$ cat config.mk
export PLATFORM = sky130hd
export DESIGN_NAME = ws2812_tx_flat
export DESIGN_NICKNAME = d
export VERILOG_FILES = /design/src/rtl/ws2812_tx_if.sv /design/src/rtl/ws2812_tx.sv /design/src/flat_wrapper.sv
export SDC_FILE = /design/constraint.sdc
export NUM_CORES = 1
export LEC_CHECK = 0
export ABC_AREA = 1
export BUFFER_PORTS_ARGS = -buffer_cell sky130_fd_sc_hd__buf_2
export CAP_MARGIN = 40
export CORE_ASPECT_RATIO = 0.7
export CORE_MARGIN = 3
export CORE_UTILIZATION = 41
export DETAILED_ROUTE_END_ITERATION = 12
export GPL_TIMING_DRIVEN = 0
export PLACE_DENSITY_LB_ADDON = 0.25
export SLEW_MARGIN = 20
export SYNTH_ARGS = -nofsm -noshare
export SYNTH_HDL_FRONTEND = slang
export SYNTH_SLANG_ARGS = --single-unit
$ cat constraint.sdc
create_clock -name clk_clk -period 4.45 [get_ports clk_clk]
set_input_delay 0.2225 -clock clk_clk [delete_from_list [all_inputs] [get_ports clk_clk]]
set_output_delay 0.2225 -clock clk_clk [all_outputs]
set_load 0.01 [all_outputs]
$ cat src/rtl/ws2812_tx_if.sv
// Signal bundle between the LED control system and the WS2812 serial transmitter.
interface ws2812_tx_if #(
    parameter int NUM_LEDS = 12
);
    logic [NUM_LEDS*24-1:0] colors;
    logic                   start;
    logic                   busy;
    logic                   done;
    logic                   led_dout;

    modport master (
        output colors,
        output start,
        input  busy,
        input  done,
        input  led_dout
    );

    modport slave (
        input  colors,
        input  start,
        output busy,
        output done,
        output led_dout
    );
endinterface

$ cat src/rtl/ws2812_tx.sv
// WS2812 single-wire NRZ frame transmitter: snapshots all pixels on a start edge, then sends them.
// Optional WS2812_GRB_ORDER_EN: send each pixel as G,R,B instead of the supplied R,G,B.
module ws2812_tx #(
    parameter int NUM_LEDS = 12,
    parameter int T0H_CYC  = 20,
    parameter int T1H_CYC  = 40,
    parameter int TBIT_CYC = 63,
    parameter int TRST_CYC = 2500
) (
    input  logic           clk_clk,
    input  logic           reset_reset_n,
    ws2812_tx_if.slave     bus
);
    localparam int FRAME_W = NUM_LEDS * 24;
    localparam int CYC_MAX = (TBIT_CYC > TRST_CYC) ? TBIT_CYC : TRST_CYC;
    localparam int CYC_W   = (CYC_MAX > 1) ? $clog2(CYC_MAX) : 1;
    localparam int LED_W   = $clog2(NUM_LEDS + 1);

    localparam logic [CYC_W-1:0] TBIT_LAST = CYC_W'(TBIT_CYC - 1);
    localparam logic [CYC_W-1:0] TRST_LAST = CYC_W'(TRST_CYC - 1);
    localparam logic [CYC_W-1:0] T0H_C     = CYC_W'(T0H_CYC);
    localparam logic [CYC_W-1:0] T1H_C     = CYC_W'(T1H_CYC);
    localparam logic [LED_W-1:0] LED_LAST  = LED_W'(NUM_LEDS - 1);

    typedef enum logic [1:0] {
        IDLE,
        BIT,
        GAP
    } state_t;

    state_t             state_reg, state_next;
    logic [CYC_W-1:0]   cyc_cnt_reg, cyc_cnt_next;
    logic [4:0]         bit_cnt_reg, bit_cnt_next;
    logic [LED_W-1:0]   led_cnt_reg, led_cnt_next;
    logic [FRAME_W-1:0] shadow_reg, shadow_next;
    logic               start_q_reg;
    logic               led_dout_reg, led_dout_next;
    logic               busy_reg, busy_next;
    logic               done_reg, done_next;

    logic [FRAME_W-1:0] load_word;
    logic [CYC_W-1:0]   thi_next;
    logic               start_rise;

    assign start_rise = bus.start & ~start_q_reg;

    // The shadow holds the whole frame in wire order: the first bit to send sits at the MSB.
    generate
        for (genvar gi = 0; gi < NUM_LEDS; gi++) begin : g_pix
            logic [23:0] px;
            assign px = bus.colors[24*gi +: 24];
`ifdef WS2812_GRB_ORDER_EN
            assign load_word[FRAME_W-24*(gi+1) +: 24] = {px[15:8], px[23:16], px[7:0]};
`else
            assign load_word[FRAME_W-24*(gi+1) +: 24] = px;
`endif
        end
    endgenerate

    always_ff @(posedge clk_clk or negedge reset_reset_n) begin
        if (!reset_reset_n) begin
            state_reg    <= IDLE;
            cyc_cnt_reg  <= '0;
            bit_cnt_reg  <= '0;
            led_cnt_reg  <= '0;
            shadow_reg   <= '0;
            start_q_reg  <= 1'b1;
            led_dout_reg <= 1'b0;
            busy_reg     <= 1'b0;
            done_reg     <= 1'b0;
        end else begin
            state_reg    <= state_next;
            cyc_cnt_reg  <= cyc_cnt_next;
            bit_cnt_reg  <= bit_cnt_next;
            led_cnt_reg  <= led_cnt_next;
            shadow_reg   <= shadow_next;
            start_q_reg  <= bus.start;
            led_dout_reg <= led_dout_next;
            busy_reg     <= busy_next;
            done_reg     <= done_next;
        end
    end

    always_comb begin
        state_next   = state_reg;
        cyc_cnt_next = cyc_cnt_reg;
        bit_cnt_next = bit_cnt_reg;
        led_cnt_next = led_cnt_reg;
        shadow_next  = shadow_reg;

        case (state_reg)
            IDLE: begin
                if (start_rise) begin
                    shadow_next  = load_word;
                    cyc_cnt_next = '0;
                    bit_cnt_next = '0;
                    led_cnt_next = '0;
                    state_next   = BIT;
                end
            end
            BIT: begin
                if (cyc_cnt_reg == TBIT_LAST) begin
                    cyc_cnt_next = '0;
                    shadow_next  = {shadow_reg[FRAME_W-2:0], 1'b0};
                    if (bit_cnt_reg == 5'd23) begin
                        bit_cnt_next = '0;
                        led_cnt_next = led_cnt_reg + LED_W'(1);
                        if (led_cnt_reg == LED_LAST) begin
                            state_next = GAP;
                        end
                    end else begin
                        bit_cnt_next = bit_cnt_reg + 5'd1;
                    end
                end else begin
                    cyc_cnt_next = cyc_cnt_reg + CYC_W'(1);
                end
            end
            GAP: begin
                if (cyc_cnt_reg == TRST_LAST) begin
                    cyc_cnt_next = '0;
                    state_next   = IDLE;
                end else begin
                    cyc_cnt_next = cyc_cnt_reg + CYC_W'(1);
                end
            end
            default: begin
                state_next = IDLE;
            end
        endcase

        // Outputs are registered from the upcoming state so they line up with the counters.
        thi_next      = shadow_next[FRAME_W-1] ? T1H_C : T0H_C;
        led_dout_next = (state_next == BIT) && (cyc_cnt_next < thi_next);
        busy_next     = (state_next != IDLE);
        done_next     = (state_next == GAP) && (cyc_cnt_next == TRST_LAST);
    end

    assign bus.led_dout = led_dout_reg;
    assign bus.busy     = busy_reg;
    assign bus.done     = done_reg;
endmodule

$ cat src/flat_wrapper.sv
// flat-port wrapper written by rule: the top's interface ports become plain ports
module ws2812_tx_flat 
#(
    parameter int NUM_LEDS = 12,
    parameter int T0H_CYC  = 20,
    parameter int T1H_CYC  = 40,
    parameter int TBIT_CYC = 63,
    parameter int TRST_CYC = 2500
)
  (clk_clk, reset_reset_n, bus_colors, bus_start, bus_busy, bus_done, bus_led_dout);
  ws2812_tx_if #(.NUM_LEDS(NUM_LEDS)) bus_i ();
  input  logic clk_clk;
  input  logic reset_reset_n;
  input wire logic [$bits(bus_i.colors)-1:0] bus_colors;
  input wire logic [$bits(bus_i.start)-1:0] bus_start;
  output wire logic [$bits(bus_i.busy)-1:0] bus_busy;
  output wire logic [$bits(bus_i.done)-1:0] bus_done;
  output wire logic [$bits(bus_i.led_dout)-1:0] bus_led_dout;
  assign bus_i.colors = bus_colors;
  assign bus_i.start = bus_start;
  assign bus_busy = bus_i.busy;
  assign bus_done = bus_i.done;
  assign bus_led_dout = bus_i.led_dout;
  ws2812_tx #(.NUM_LEDS(NUM_LEDS), .T0H_CYC(T0H_CYC), .T1H_CYC(T1H_CYC), .TBIT_CYC(TBIT_CYC), .TRST_CYC(TRST_CYC)) u_core (.clk_clk(clk_clk), .reset_reset_n(reset_reset_n), .bus(bus_i));
endmodule
; ---- After elaboration in Yosys (flattened, before gate mapping)
; Index checks and enable logic that the tools add are counted.
[totals]
register_bits = 315
latchBits = 0
ram_bits = 0
mem_bits_ro = 0
inputBits = 291
output_inout_bits = 3
wordCells = 57
n_memories = 0
[classes]
n_addsub = 3
multipliers = 0
div = 0
magnitude_cmp = 1
eq_ne = 12
shifts = 0
mux = 22
bitwise_logic = 2
reduce_logical = 7
[ops]
columns = op, count
row1 = $mux 288, 2
row2 = $pmux 288 s2, 1
row3 = $mux 12, 3
row4 = $pmux 12 s3, 1
row5 = $eq 12x12->1 const B, 2
row6 = $mux 5, 3
row7 = $add 12x1->12 const B, 1
row8 = $eq 12x6->1 const B, 1
row9 = $lt 12x12->1, 1
row10 = $mux 4, 3
row11 = $mux 2, 5
row12 = $pmux 5 s2, 1
row13 = $pmux 4 s2, 1
row14 = $mux 6, 1
row15 = $ne 2x1->1 const B, 3
row16 = $pmux 2 s3, 1
row17 = $add 5x1->5 const B, 1
row18 = $eq 5x5->1 const B, 1
row19 = $add 4x1->4 const B, 1
row20 = $eq 2x1->1 const B, 2
row21 = $eq 2x2->1 const B, 2
row22 = $eq 4x4->1 const B, 1
row23 = $reduce_and 4->1, 1
row24 = $reduce_bool 2->1, 2
row25 = 5 further kinds, 6

; ---- Depth between registers and ports, before layout
[depth]
word_depth = 7
depth_mapped = 18
depth_no_buf = 18

; ---- Worst setup path after synthesis
; No wires, ideal clock.
[synth_timing]
path_kind = reg-to-reg
from = reg u_core.cyc_cnt_reg[1]
to = reg u_core.led_dout_reg, in the netlist u_core.bus.led_dout
setup_ns = 0.063
arrival_ns = 2.210
required_ns = 4.387
slack_ns = 2.177
stages_incl_launch_ff = 19
path_buffers = 1
synth_period_minus_slack_ns = 2.273
cell_sequence = dfrtp_1 -> ha_1 -> buf_2 -> nand2_1 -> nor2_1 -> nand3_1 -> nand2_1 -> nand2_1 -> nand2_1 -> nor2_1 -> a21oi_1 -> inv_1 -> ha_1 -> a21o_1 -> nor2_1 -> nand2_1 -> nor2_1 -> nand2_1 -> inv_1
[synth_via]
elab_cells_between_ends = 16
classes_between = add/sub: 1 / order compare: 1 / eq/ne: 3 / mux: 10 / reduce/logical: 1
[synth_rtl]
columns = item, line_no
row1 = "start, declared", ws2812_tx.sv:32  ; logic [CYC_W-1:0] cyc_cnt_reg, cyc_cnt_next;
row2 = "start signal, assigned", ws2812_tx.sv:73  ; cyc_cnt_reg <= cyc_cnt_next;
row3 = $add 12x1->12 (tied with other cells), "ws2812_tx.sv:115, ws2812_tx.sv:123"
row4 = "$mux 12, on equally long branches", "ws2812_tx.sv:119, ws2812_tx.sv:102"
row5 = $pmux 12 s3 *, ws2812_tx.sv:91  ; case (state_reg)
row6 = via u_core.cyc_cnt_next[5], ws2812_tx.sv:32
row7 = $lt 12x12->1 *, ws2812_tx.sv:133  ; led_dout_next = (state_next == BIT) && (cyc_cnt_next < thi_next);
row8 = $logic_and 1x1->1 *, ws2812_tx.sv:133
row9 = via u_core.led_dout_next, ws2812_tx.sv:37  ; logic led_dout_reg, led_dout_next;
row10 = "end signal, assigned", ws2812_tx.sv:78  ; led_dout_reg <= led_dout_next;
row11 = "end, declared", ws2812_tx.sv:37
; The timed path passes the listed nets; every way through them passes the cells marked *. The select of a mux whose other input is x is not followed.
; A chain may end at the register's enable or synchronous reset.

; ---- Final worst setup path
[layout_timing]
from = reg u_core.cyc_cnt_reg[0]
to = reg u_core.led_dout_reg, in the netlist u_core.bus.led_dout
[layout_via]
elab_chain_len = 6
elab_cells_between_ends = 16
classes_between = add/sub: 1 / order compare: 1 / eq/ne: 3 / mux: 10 / reduce/logical: 1
[layout_rtl]
columns = item, line_no
row1 = $eq 12x6->1, ws2812_tx.sv:102  ; if (cyc_cnt_reg == TBIT_LAST) begin
row2 = $mux 288, ws2812_tx.sv:102
row3 = $pmux 288 s2, ws2812_tx.sv:91
row4 = via u_core.shadow_next[287], ws2812_tx.sv:35  ; logic [FRAME_W-1:0] shadow_reg, shadow_next;
row5 = $mux 6, ws2812_tx.sv:132  ; thi_next = shadow_next[FRAME_W-1] ? T1H_C : T0H_C;
row6 = $lt 12x12->1, ws2812_tx.sv:133
row7 = $logic_and 1x1->1, ws2812_tx.sv:133
row8 = via u_core.led_dout_next, ws2812_tx.sv:37
; The timed path passes the listed nets, and every way through them passes these cells. The select of a mux whose other input is x is not followed.

==> out/qor.txt <==
RUN STATUS
----------------------------------------------------------------------------------------------------
Status                                                                                     completed

CTS
----------------------------------------------------------------------------------------------------
Clock insertion delay at the later pin of the skew report                                    0.53 ns
CTS-repair resized insts                                                                           0
Root buf cell                                                                              clkbuf_16
Clock-pin slew reported for the worst setup and hold paths after clock tree synthesis        0.06 ns
CTS Buffer Depth                                                                                   3
Level count of the clock H-tree                                                                    2
Clock tree from TritonCTS                                                                       done
Cts bufs inserted                                                                                 35
Total clock sinks                                                                                315

WORST SETUP PATH
----------------------------------------------------------------------------------------------------
Peak per-stage delay on the critical path                                                    0.43 ns
Family with the most delay on the worst path                                            simple AND/OR/NAND/NOR gates
Top fanout value on the critical path                                                              5
Register-to-Register Path Depth                                                                   16
Slack of the worst reg-to-reg path                                                           1.63 ns
WP data required                                                                             4.91 ns
Arrival time at the worst endpoint                                                           3.28 ns
Endpoint type of the worst setup path                                                      flip-flop
RR Startpoint                                                                           u_core.cyc_cnt_reg[0]
Startpoint types                                                                           flip-flop
Kind of critical path                                                                     reg -> reg
Buffers plus inverters on the worst setup path                                                     4
CP max stage cell                                                                             nor2_1
Worst-path cell chain                                                                   inv_1 -> ha_1 -> nand3_1 -> nor2_1 -> nand3_1 -> nand2_1 -> inv_1 -> nand2_1 -> inv_1 -> ha_1 -> a21o_1 -> nor2_1 -> nand2_1 -> nor2_1 -> nand2_1 -> inv_1
Critical R2R Capture                                                                    u_core.bus.led_dout

FLOORPLANNING
----------------------------------------------------------------------------------------------------
Die outline area                                                                          39,400 µm²
Height of the chip                                                                            167 µm
Starting utilization of the core area                                                          0.420
Core box area                                                                             36,200 µm²
Placement row count                                                                               58
Num ports                                                                                        294
Horizontal die dimension                                                                      236 µm

ROUTE
----------------------------------------------------------------------------------------------------
Count of nets left with antenna violations after detail routing                                    0
Pre-Repair DR Iteration Count                                                                      6
DRC                                                                                                0
Per-cell via count in the routed design                                                         5.33
Count of routing violations after the opening detailed-route iteration                         1,388
Via count of the routed design                                                                16,000
Post-detailed-routing wire length                                                            48.7 mm
Post-DR wirelength/cell                                                                      16.3 µm

SYNTH
----------------------------------------------------------------------------------------------------
Nets in the synthesized netlist                                                                2,155
Area leader, netlist                                                                         dfrtp_1
Post-Synthesis Cells                                                                           1,857
Leading post-synthesis cells by cell area                                               dfrtp_1, nand2_1, nand4_1
Seq cells post-synth                                                                             315
Seq/Total Area, Yosys                                                                          0.519
Share of the synthesized area in the top cell type                                             0.517
Cell variety after synth                                                                          36
Number of warnings issued by yosys                                                                 0
Area of the mapped netlist                                                                15,200 µm²
Syn Area/Cell                                                                               8.18 µm²

LAYOUT
----------------------------------------------------------------------------------------------------
Top library cells by usage in the layout, fill and taps aside                           nand2_1, nand3_1, dfrtp_1, buf_2, dlygate4sd3_1
Flip-flop count of the largest register after layout                                             288
Non-filler cells, final                                                                        2,995
Layout Area Growth over Synthesis                                                              41.4%
Most frequent standard cell in the layout excluding fill and tap cells                       nand2_1
Fin nets                                                                                       2,777
Final Util                                                                                     0.593
Count of filler cells inserted in the layout                                                   3,132
Share of final-layout standard cells stronger than drive strength 1                            0.165

GLOBAL ROUTE
----------------------------------------------------------------------------------------------------
Overall fraction of global-route tracks in use                                                 0.244
Wire length of the first global-routing pass                                                 79.7 mm
Antenna violations before repair                                                                   5
Total congestion overflow                                                                          0
Pin count of the biggest net entering global routing                                              95
Via count of the first global-routing pass                                                    15,600

STA
----------------------------------------------------------------------------------------------------
RSZ-0062 raised after global routing                                                           false
Max transition margin                                                                          0.475
Post-route minimum period                                                                    2.82 ns
Count of endpoints failing hold in the final timing report                                         0
Maximum clock skew at final layout                                                         0.0163 ns
Max Slew Vio Count                                                                                 0
Smallest hold slack                                                                         0.133 ns
Share of the clock period used by the worst path after layout                                  0.635
Maximum clock frequency                                                                      354 MHz
Worst slew pin tran                                                                         0.788 ns
Setup violation total in the final timing report                                                   0

PWR
----------------------------------------------------------------------------------------------------
Largest voltage drop on the vdd net                                                       0.000238 V
Power per unit of standard cell area                                                      471 nW/µm²
Leakage power                                                                                10.3 nW
Total power of the final layout                                                             0.0101 W

RUN
----------------------------------------------------------------------------------------------------
MaxCap Viol Count                                                                                  0

HOLD PATH
----------------------------------------------------------------------------------------------------
Worst hold-check path type                                                                 in -> reg
Start point of the worst min-delay path                                                 bus_colors[23]
Worst-case hold path end point                                                          u_core.shadow_reg[287]
Count of cells along the worst hold path                                                           5

PLACED DESIGN
----------------------------------------------------------------------------------------------------
HPWL reported at the end of detailed placement                                               30.6 mm
Number of instances in the placed design                                                       2,633
Number of port buffers                                                                           293
Placer's final routability congestion estimate                                                 0.876

## where the power goes
part	internal [W]	total (W)	switching (W)
Sequential	0.00367	0.00418	0.000503
Clock	0.00184	0.00305	0.00121
Combinational	0.00104	0.00290	0.00185
## cell usage after synthesis
master and n:
buf_6 23, a21oi_1 6, nand2_4 1, o31ai_1 1, buf_2 21, o311ai_0 2
a21o_1 1, a22oi_1 1, inv_2 2, inv_1 40, nor2_2 1, xor2_1 2
nand3_1 314, dfstp_2 1, nand2_2 2, o21ai_0 8, buf_4 3, o21a_1 2
o211ai_1 1, nor3b_2 1, o221ai_1 2, nor2_8 1, dfrtp_1 314, nor2_1 38
o21ai_1 2, nand2_1 651, clkbuf_1 99, nand4_1 286, ha_1 7, inv_4 1
xnor2_1 1, nor3_1 3, buf_1 15, a21boi_0 1, nand3_2 1, nor3b_1 2
## final cells by class
| cell class | instances | area [µm²] | area share |
|---|---|---|---|
| Antenna cell | 9 | 22.5 | 0.00105 |
| Multi-Input combinational cell | 1338 | 6330 | 0.295 |
| Clock buffer | 56 | 1110 | 0.0519 |
| Clock inverter | 8 | 108 | 0.00501 |
| Sequential cell | 315 | 7880 | 0.367 |
| Tap cell | 480 | 601 | 0.0279 |
| Inverter | 43 | 164 | 0.00763 |
| Timing Repair Buffer | 585 | 4450 | 0.207 |
| Buffer | 161 | 815 | 0.0379 |
## through the flow
step	instance area (µm²)	worst slack, ns	setup TNS, ns
floorplan	15200	2.18	0
detailed placement	17400	1.63	0
finish	21500	1.63	0
global placement	17300	-3.04	-947.58
CTS	21500	1.58	0
global route	21500	1.41	0
## repair_timing
| action | in CTS | in global routing |
|---|---|---|
| buffers inserted | 0 | 0 |
| hold buffers | 289 | 0 |
| endpoints found under the hold margin | 351 | 0 |
## metal layers
metal  up-vias  track usage  share of wire
met5         -            0              0
met4         0       0.0716          0.026
met3       110       0.0463          0.071
met2       623        0.379           0.46
met1      7581        0.348           0.45
li1       7662            -              -
## how the worst max path moves through the flow
stage	from	to	slack (ns)	cells past startpoint
final	u_core.cyc_cnt_reg[0]	u_core.bus.led_dout	1.63	16
after global placement	reset_reset_n	u_core.shadow_reg[52]	-3.04	1
after detailed placement	u_core.cyc_cnt_reg[0]	u_core.bus.led_dout	1.63	16
after floorplan	u_core.cyc_cnt_reg[1]	u_core.bus.led_dout	2.18	18
after global routing	u_core.cyc_cnt_reg[0]	u_core.bus.led_dout	1.41	16
after CTS	u_core.cyc_cnt_reg[0]	u_core.bus.led_dout	1.58	16
## logic make-up after synthesis
logic type	count (synthesis)	synth area share
buffers and inverters	204	0.0644
AND/OR/NAND/NOR	1301	0.398
adder cells (fa/ha/maj)	7	0.00576
flip-flops	315	0.519
XOR/XNOR	3	0.00173
AO/OA/AOI/OAI	27	0.0110
## worst min-delay path: cells and delay by family
| kind | cells | cell delay (ns) |
|---|---|---|
| compound gates | 1 | 0.05 |
| simple gates | 2 | 0.21 |
| buf+inv | 2 | 0.11 |
Power figures use the tool's default switching activity.
